**src/rtl/mem_arbiter_pkg.sv**
```systemverilog
// Shared definitions for the SRAM arbiter: FSM states, owner codes, strobe
// idle level and the pipeline bubble destination.
package mem_arbiter_pkg;

    typedef enum logic [1:0] {
        StIdle,
        StRd,
        StWr,
        StWrHold
    } arb_state_e;

    typedef enum logic {
        OwnerIf,
        OwnerMem
    } owner_e;

    // Active-low SRAM strobes rest high.
    localparam logic StrobeIdle = 1'b1;

    // Destination register code the hazard unit uses for a bubble in MEM/WB.
    localparam logic [3:0] RegNone = 4'b1111;

    // Counter width large enough to hold the longer of the two wait lengths.
    function automatic int unsigned cnt_width(input int unsigned rd_wait,
                                              input int unsigned wr_wait);
        return $clog2(((rd_wait > wr_wait) ? rd_wait : wr_wait) + 1);
    endfunction

endpackage

```
**src/rtl/mem_arbiter_wait_timer.sv**
```systemverilog
// Load/decrement wait counter; done while the count sits at one.
module mem_arbiter_wait_timer #(
    parameter int unsigned CntW = 2
) (
    input  logic            clk_i,
    input  logic            rst_ni,
    input  logic            load_i,
    input  logic [CntW-1:0] load_val_i,
    input  logic            dec_i,
    output logic            done_o
);

    logic [CntW-1:0] cnt_q;

    // Load on accept, count down while strobing, stop at one (never wraps).
    always_ff @(posedge clk_i or negedge rst_ni) begin
        if (!rst_ni) begin
            cnt_q <= '0;
        end else if (load_i) begin
            cnt_q <= load_val_i;
        end else if (dec_i && (cnt_q > CntW'(1))) begin
            cnt_q <= cnt_q - CntW'(1);
        end
    end

    assign done_o = (cnt_q == CntW'(1));

endmodule

```
**src/rtl/mem_arbiter.sv**
```systemverilog
// Shares one SRAM between instruction fetch and the MEM stage. Sequences the
// read/write strobes, returns data with a one-cycle ack and stalls requesters.
module mem_arbiter
    import mem_arbiter_pkg::*;
#(
    parameter int unsigned DataW  = 16,
    parameter int unsigned AddrW  = 16,
    parameter int unsigned RdWait = 2,
    parameter int unsigned WrWait = 2
) (
    input  logic             clk_i,
    input  logic             rst_ni,
    input  logic             if_req_i,
    input  logic [AddrW-1:0] if_addr_i,
    output logic [DataW-1:0] if_data_o,
    output logic             if_ack_o,
    output logic             if_stall_o,
    input  logic             mem_rd_req_i,
    input  logic             mem_wr_req_i,
    input  logic [AddrW-1:0] mem_addr_i,
    input  logic [DataW-1:0] mem_wdata_i,
    output logic [DataW-1:0] mem_rdata_o,
    output logic             mem_ack_o,
    output logic             mem_stall_o,
    output logic [AddrW-1:0] sram_addr_o,
    output logic [DataW-1:0] sram_dout_o,
    output logic             sram_doe_o,
    input  logic [DataW-1:0] sram_din_i,
    output logic             sram_ce_n_o,
    output logic             sram_oe_n_o,
    output logic             sram_we_n_o
);

    localparam int unsigned CntW = cnt_width(RdWait, WrWait);

    arb_state_e       state_q;
    owner_e           owner_q;
    logic [AddrW-1:0] sram_addr_q;
    logic [DataW-1:0] sram_dout_q;
    logic             sram_doe_q;
    logic             ce_n_q;
    logic             oe_n_q;
    logic             we_n_q;
    logic             if_ack_q;
    logic             mem_ack_q;
    logic [DataW-1:0] if_data_q;
    logic [DataW-1:0] mem_rdata_q;

    logic            acc_wr;
    logic            acc_rd;
    logic            acc_if;
    logic            timer_done;
    logic [CntW-1:0] timer_val;

    // Accept decode in IDLE: write > read > fetch; a request in its ack cycle is ignored.
    always_comb begin
        acc_wr = 1'b0;
        acc_rd = 1'b0;
        acc_if = 1'b0;
        if (state_q == StIdle) begin
            if (mem_wr_req_i && !mem_ack_q) begin
                acc_wr = 1'b1;
            end else if (mem_rd_req_i && !mem_ack_q) begin
                acc_rd = 1'b1;
            end else if (if_req_i && !if_ack_q) begin
                acc_if = 1'b1;
            end
        end
    end

    assign timer_val = acc_wr ? CntW'(WrWait) : CntW'(RdWait);

    mem_arbiter_wait_timer #(
        .CntW (CntW)
    ) u_wait_timer (
        .clk_i      (clk_i),
        .rst_ni     (rst_ni),
        .load_i     (acc_wr || acc_rd || acc_if),
        .load_val_i (timer_val),
        .dec_i      ((state_q == StRd) || (state_q == StWr)),
        .done_o     (timer_done)
    );

    // Access FSM with registered strobes, acks and returned data.
    always_ff @(posedge clk_i or negedge rst_ni) begin
        if (!rst_ni) begin
            state_q     <= StIdle;
            owner_q     <= OwnerIf;
            sram_addr_q <= '0;
            sram_dout_q <= '0;
            sram_doe_q  <= 1'b0;
            ce_n_q      <= StrobeIdle;
            oe_n_q      <= StrobeIdle;
            we_n_q      <= StrobeIdle;
            if_ack_q    <= 1'b0;
            mem_ack_q   <= 1'b0;
            if_data_q   <= '0;
            mem_rdata_q <= '0;
        end else begin
            if_ack_q  <= 1'b0;
            mem_ack_q <= 1'b0;
            unique case (state_q)
                StIdle: begin
                    if (acc_wr) begin
                        state_q     <= StWr;
                        owner_q     <= OwnerMem;
                        sram_addr_q <= mem_addr_i;
                        sram_dout_q <= mem_wdata_i;
                        sram_doe_q  <= 1'b1;
                        ce_n_q      <= 1'b0;
                        we_n_q      <= 1'b0;
                    end else if (acc_rd || acc_if) begin
                        state_q     <= StRd;
                        owner_q     <= acc_rd ? OwnerMem : OwnerIf;
                        sram_addr_q <= acc_rd ? mem_addr_i : if_addr_i;
                        ce_n_q      <= 1'b0;
                        oe_n_q      <= 1'b0;
                    end
                end
                StRd: begin
                    if (timer_done) begin
                        if (owner_q == OwnerMem) begin
                            mem_rdata_q <= sram_din_i;
                            mem_ack_q   <= 1'b1;
                        end else begin
                            if_data_q <= sram_din_i;
                            if_ack_q  <= 1'b1;
                        end
                        ce_n_q  <= StrobeIdle;
                        oe_n_q  <= StrobeIdle;
                        state_q <= StIdle;
                    end
                end
                StWr: begin
                    // Release we_n first; keep the bus driven one more cycle for data hold.
                    if (timer_done) begin
                        we_n_q  <= StrobeIdle;
                        state_q <= StWrHold;
                    end
                end
                StWrHold: begin
                    mem_ack_q  <= 1'b1;
                    sram_doe_q <= 1'b0;
                    ce_n_q     <= StrobeIdle;
                    state_q    <= StIdle;
                end
                default: state_q <= StIdle;
            endcase
        end
    end

    assign if_data_o   = if_data_q;
    assign if_ack_o    = if_ack_q;
    assign mem_rdata_o = mem_rdata_q;
    assign mem_ack_o   = mem_ack_q;
    assign sram_addr_o = sram_addr_q;
    assign sram_dout_o = sram_dout_q;
    assign sram_doe_o  = sram_doe_q;
    assign sram_ce_n_o = ce_n_q;
    assign sram_oe_n_o = oe_n_q;
    assign sram_we_n_o = we_n_q;

    assign if_stall_o  = if_req_i && !if_ack_q;
    assign mem_stall_o = (mem_rd_req_i || mem_wr_req_i) && !mem_ack_q;

endmodule

```
**config.mk**
```make
export PLATFORM = sky130hd
export DESIGN_NAME = mem_arbiter
export DESIGN_NICKNAME = d
export VERILOG_FILES = /design/src/rtl/mem_arbiter_pkg.sv /design/src/rtl/mem_arbiter_wait_timer.sv /design/src/rtl/mem_arbiter.sv
export SDC_FILE = /design/constraint.sdc
export NUM_CORES = 1
export LEC_CHECK = 0
export ABC_AREA = 0
export ABC_CLOCK_PERIOD_IN_PS = 1600
export CAP_MARGIN = 20
export CELL_PAD_IN_SITES_DETAIL_PLACEMENT = 0
export CELL_PAD_IN_SITES_GLOBAL_PLACEMENT = 1
export CORE_MARGIN = 1.5
export CORE_UTILIZATION = 29
export DETAILED_ROUTE_END_ITERATION = 12
export PLACE_DENSITY_LB_ADDON = 0.1
export SLEW_MARGIN = 20
export SYNTH_ARGS = -nofsm -noshare
export SYNTH_HDL_FRONTEND = slang
export SYNTH_HIERARCHICAL = 1
export SYNTH_SLANG_ARGS = --single-unit
export TNS_END_PERCENT = 30
```
**constraint.sdc**
```tcl
create_clock -name clk_i -period 1.6 [get_ports clk_i]
set_input_delay 0.32 -clock clk_i [delete_from_list [all_inputs] [get_ports clk_i]]
set_output_delay 0.32 -clock clk_i [all_outputs]
set_load 0.02 [all_outputs]
```
* Yosys cells after proc, flatten, opt, wreduce, memory -nomap -nowiden
Index checks and enable logic that the tools add are counted.
Word-level totals: output and inout port bits 72, flip-flop bits (word level) 75, word-level logic and storage cells 92, input bits 69
Operators by class: equal/unequal tests 10, bitwise logic cells 1, $lt $le $gt $ge 1, $add $sub $neg 1, reduce and logical (&&, ||, !) cells 28, multiplexer cells 38
Operators by type and width (count):
- 2-to-1 mux 16 bit | 3
- 2-to-1 mux 1 bit | 23
- AND reduction 3 bit | 5
- 2-to-1 mux 2 bit | 6
- nonzero test 2 bit | 5
- inequality test 2 bit, second input constant | 4
- case mux 1 bit (2 select lines) | 4
- case mux 2 bit (4 select lines) | 1
- AND reduction 2 bit | 3
- logical AND 1 bit | 5
- logical OR 1 bit | 5
- equality test 2 x 1 -> 1 bit, second input constant | 2
- equality test 2 bit, second input constant | 2
- AND reduction 4 bit | 1
- inequality test 3 x 2 -> 1 bit, second input constant | 1
- case mux 1 bit (3 select lines) | 1
- nonzero test 3 bit | 1
- greater-than comparator 2 x 1 -> 1 bit, second input constant | 1
- logical NOT 1 bit | 2
- logical NOT 2 bit | 1
- inequality test 2 x 1 -> 1 bit, second input constant | 1
- subtractor 2 x 1 -> 2 bit, second input constant | 1
- inverter 1 bit | 1

* Longest topological paths before layout
depth after elaboration 10, mapped depth 8, depth with buffers taken out 6

* Modules after synthesis
The synthesis kept the hierarchy.
Modules (own cells, without submodules):
- mem_arbiter | area an instance 3143.0 um^2, sequential area each 1830.5 um^2, cells each 231, times used 1
- mem_arbiter_wait_timer | area an instance 110.1 um^2, sequential area each 50.0 um^2, cells each 11, times used 1

* Worst setup path after synthesis
Ideal clock, no wire load.
path type reg2reg, start point register state_q[0], end point register sram_dout_q[10], in the netlist sram_dout_o[10], setup slack -0.153 ns, library setup time 0.125 ns, period minus slack after synthesis 1.753 ns, data required time 1.475 ns, cell stages (with the launch flop) 8, arrival 1.628 ns, buffers on the path 2, path through dfrtp_1 -> inv_1 -> ha_1 -> buf_4 -> inv_1 -> nor2_4 -> buf_4 -> mux2_2
Between the ends: longest elaborated chain between the ends 3
RTL lines:
- start: declaration | RTL line mem_arbiter.sv:36 | arb_state_e state_q;
- start signal: assignment | RTL line mem_arbiter.sv:87 | state_q <= StIdle;
- start signal: assignment | RTL line mem_arbiter.sv:105 | state_q <= StWr;
- start signal: assignment | RTL line mem_arbiter.sv:113 | state_q <= StRd;
- logical NOT 2 bit (*) | RTL line mem_arbiter.sv:60, mem_arbiter.sv:102
- 2-to-1 mux 1 bit | RTL line mem_arbiter.sv:60 | if (state_q == StIdle) begin
- AND reduction 2 bit (no line) (*)
- end signal: assignment | RTL line mem_arbiter.sv:108 | sram_dout_q <= mem_wdata_i;
- end: declaration | RTL line mem_arbiter.sv:39 | logic [DataW-1:0] sram_dout_q;
Every way passes the cells marked *; elsewhere a longest branch is shown, timed or not. A chain may end at the register's enable or synchronous reset.

* Worst setup path in the final report
start point input if_req_i, end point register state_q[0]
Between the ends: longest elaborated chain between the ends 8
RTL lines:
- start: declaration | RTL line mem_arbiter.sv:13 | input logic if_req_i,
- logical AND 1 bit | RTL line mem_arbiter.sv:65 | end else if (if_req_i && !if_ack_q) begin
- 2-to-1 mux 1 bit | RTL line mem_arbiter.sv:65
- 2-to-1 mux 1 bit | RTL line mem_arbiter.sv:63 | end else if (mem_rd_req_i && !mem_ack_q) begin
- 2-to-1 mux 1 bit | RTL line mem_arbiter.sv:61 | if (mem_wr_req_i && !mem_ack_q) begin
- 2-to-1 mux 1 bit | RTL line mem_arbiter.sv:60
- logical OR 1 bit | RTL line mem_arbiter.sv:112 | end else if (acc_rd || acc_if) begin
- inequality test 3 x 2 -> 1 bit (no line)
- AND reduction 3 bit (no line)
- end signal: assignment | RTL line mem_arbiter.sv:105
- end signal: assignment | RTL line mem_arbiter.sv:113
- end signal: assignment | RTL line mem_arbiter.sv:131 | state_q <= StIdle;
No other way between the ends.

==> results.json <==
{
  "status": "completed",
  "synth-seq-cells": 75,
  "area_delta_synth_final_pct": 57.8,
  "fin_ws_ps": 33.7,
  "cp.arrival_ps": 1790,
  "synth_cell_types": 35,
  "synth_top_area_frac": 0.554,
  "ant_nets": 0,
  "finClkSkew_ps": 12.5,
  "viasPerCell": 4.33,
  "drc": 0,
  "grt_max_degree": 34,
  "syn_avg_cell_area_um2": 13.4,
  "worstSetupPathType": "primary input to flip-flop",
  "cts.sinks": 75,
  "crit_fanout": 5,
  "die_w_um": 109,
  "antenna_found_initial": 1,
  "powerDensity_nw_per_um2": 1940,
  "core_um2": 10900,
  "path_clk_slew_ps": 80,
  "maxCapViolations": 0,
  "drive_gt1_frac": 0.264,
  "syn_nets": 318,
  "dr.pass1.iters": 4,
  "syn_area_um2": 3250,
  "cts_max_path_buffers": 2,
  "num_rows": 38,
  "die_y_um": 109,
  "ys_seq_area_frac": 0.578,
  "critPathCaptureType": "flip-flop",
  "die-area_um2": 11900,
  "diodes": 0,
  "drtIter0Drc": 67,
  "place.gp.congestion": 0.744,
  "hpwlAfterDp_um": 5870,
  "final-hold-violation-count": 0,
  "root_buffer": "clkbuf_8",
  "ios": 141,
  "grt_setup_unrepaired": "false",
  "multi_input_area_um2": 1290,
  "grt_pass1_vias": 2451,
  "cts_tree": "yes",
  "setup_viol": 0,
  "wirelength_um": 7820,
  "critPathRequiredTime_ps": 1830,
  "timing.fmax_ghz": 0.638,
  "post-place-ws_ps": -349,
  "seq_area_um2": 1880,
  "start_util": 0.299,
  "syn_inst": 242,
  "fin_hold_ws_ps": 465,
  "fin_crit_sh": 0.979,
  "fin_crit_ps": 1570,
  "nFillCells": 1051,
  "start_kind": "primary input",
  "port_buffers": 140,
  "placedCellCount": 536,
  "gr-usage-all-layers": 0.138,
  "wl_per_cell_um": 14.1,
  "grt_overflow_total": 0,
  "route.vias.total": 2396,
  "power.leakage_nw": 2.45,
  "grt_first_pass_wirelength_um": 12200,
  "finalMaxSlewViolations": 0,
  "synthTopCellsByArea": "dfrtp_1, mux2_2, mux2i_1, mux2_4, o21ai_0",
  "cts_setup_buffers": 0,
  "hold_class": "primary input to async pin",
  "yosysWarnings": 6,
  "vdd.ir_drop.worst_mv": 0.931,
  "finalNonFillerCells": 553,
  "fin_nets": 484,
  "clk_latency_ps": 350,
  "htree_levels": 3,
  "synth_top_area_cell": "dfrtp_1",
  "numCtsBuffers": 9
}
-- sequential cells by signal, indices dropped and copies added, names as in the netlist --
name                cells
if_data_o              16
mem_rdata_o            16
sram_addr_o            16
sram_dout_o            16
state_q                 2
u_wait_timer/cnt_q      2
if_ack_o                1
mem_ack_o               1
owner_q                 1
sram_ce_n_o             1
sram_doe_o              1
sram_oe_n_o             1
sram_we_n_o             1
-- final cells by class --
class                      instances  share of cell area
tap                              140              0.0341
timing repair buffer             166               0.307
clock buffer                      10              0.0249
multi-input combinational        149               0.252
inverter                           7             0.00609
clock inverter                     6             0.00951
sequential                        75               0.367
-- placed cells by master, fill, tap and decap left out, types with 7 or more instances in the layout --
master           netlist  routed
nand2_1               22      22
dlygate4sd2_1          0      69
mux2_2                39      38
clkdlybuf4s50_1        0      65
buf_4                  2      21
mux2_4                10      11
mux2i_1               18      18
a21oi_1                7       7
o21ai_0               18      18
clkbuf_8               0       9
dfrtp_1               72      71
-- cells in the mapped netlist, drive strengths merged --
master	n
nand2	23
clkbuf	2
ha	7
or2b	1
nor2	6
conb	2
o21ai	20
nand2b	3
nor3b	1
o32a	1
nand3b	1
o211ai	1
inv	7
xor2	1
nor2b	2
o21ba	1
dfrtp	72
nand3	2
mux2i	18
mux2	49
o31a	1
a21oi	7
buf	9
o31ai	1
dfstp	3
or2	1
-- repair_timing --
action | CTS | global route
pin swaps | 0 | 1
endpoints found under the hold margin | 25 | 0
gates cloned | 0 | 0
hold buffers | 1 | 0
setup endpoints to repair | 73 | 13
resized for setup | 77 | 8
-- through the flow --
| stage | total power (W) | utilization | setup TNS [ps] | area, um2 |
|---|---|---|---|---|
| after detailed placement | 0.00942 | 0.461 | -6470 | 5020 |
| after global placement | 0.00934 | 0.461 | -5840 | 5020 |
| after floorplan | 0.00663 | - | -572 | 3290 |
| after CTS | 0.0102 | 0.470 | -49.2 | 5120 |
| final | 0.00997 | 0.472 | 0 | 5130 |
| after global routing | 0.0107 | 0.472 | 0 | 5130 |
-- power by group --
part / leakage, nW / internal, W / total [W] / switching (W)
registers: 0.887 / 0.00288 / 0.00335 / 0.000469
clock network: 0.0795 / 0.000576 / 0.00132 / 0.000740
logic: 1.48 / 0.00257 / 0.00531 / 0.00274
total: 2.45 / 0.00602 / 0.00997 / 0.00395
-- logic make-up after synthesis --
group,Yosys count,synth area share
fa+ha+maj,7,0.0269
other cells,2,0.00231
simple gates,40,0.0612
xor+xnor,1,0.00269
mux,67,0.237
compound gates,32,0.0562
flops,75,0.578
buf+inv,18,0.0362
-- critical path: stages --
cell and delay (ps):
clkdlybuf4s50_1 390, nor2b_1 120, buf_4 140, buf_4 140
o32a_1 370, mux2_4 310
-- per-layer routing --
layer	vias up	wire length, um	GRT usage
met5	-	16	0
met4	2	123	0.0564
met3	12	631	0.0496
met2	77	3820	0.225
met1	1142	3230	0.164
li1	1163	-	-
-- path summary, 6_finish.rpt --
kind / start / to / slack (ps) / cells after the start
setup / recovery: if_req_i / state_q[0] / 30 / 6
hold / removal: rst_ni / u_wait_timer/cnt_q[1] / 470 / 2
setup reg to reg: state_q[1] / if_data_o[12] / 50 / 6
hold reg to reg: sram_addr_o[7] / sram_addr_o[7] / 480 / 2
max in group asynchronous: rst_ni / sram_addr_o[3] / 600 / 3
min in group clk_i: sram_addr_o[7] / sram_addr_o[7] / 480 / 2
Power figures use the tool's default switching activity.
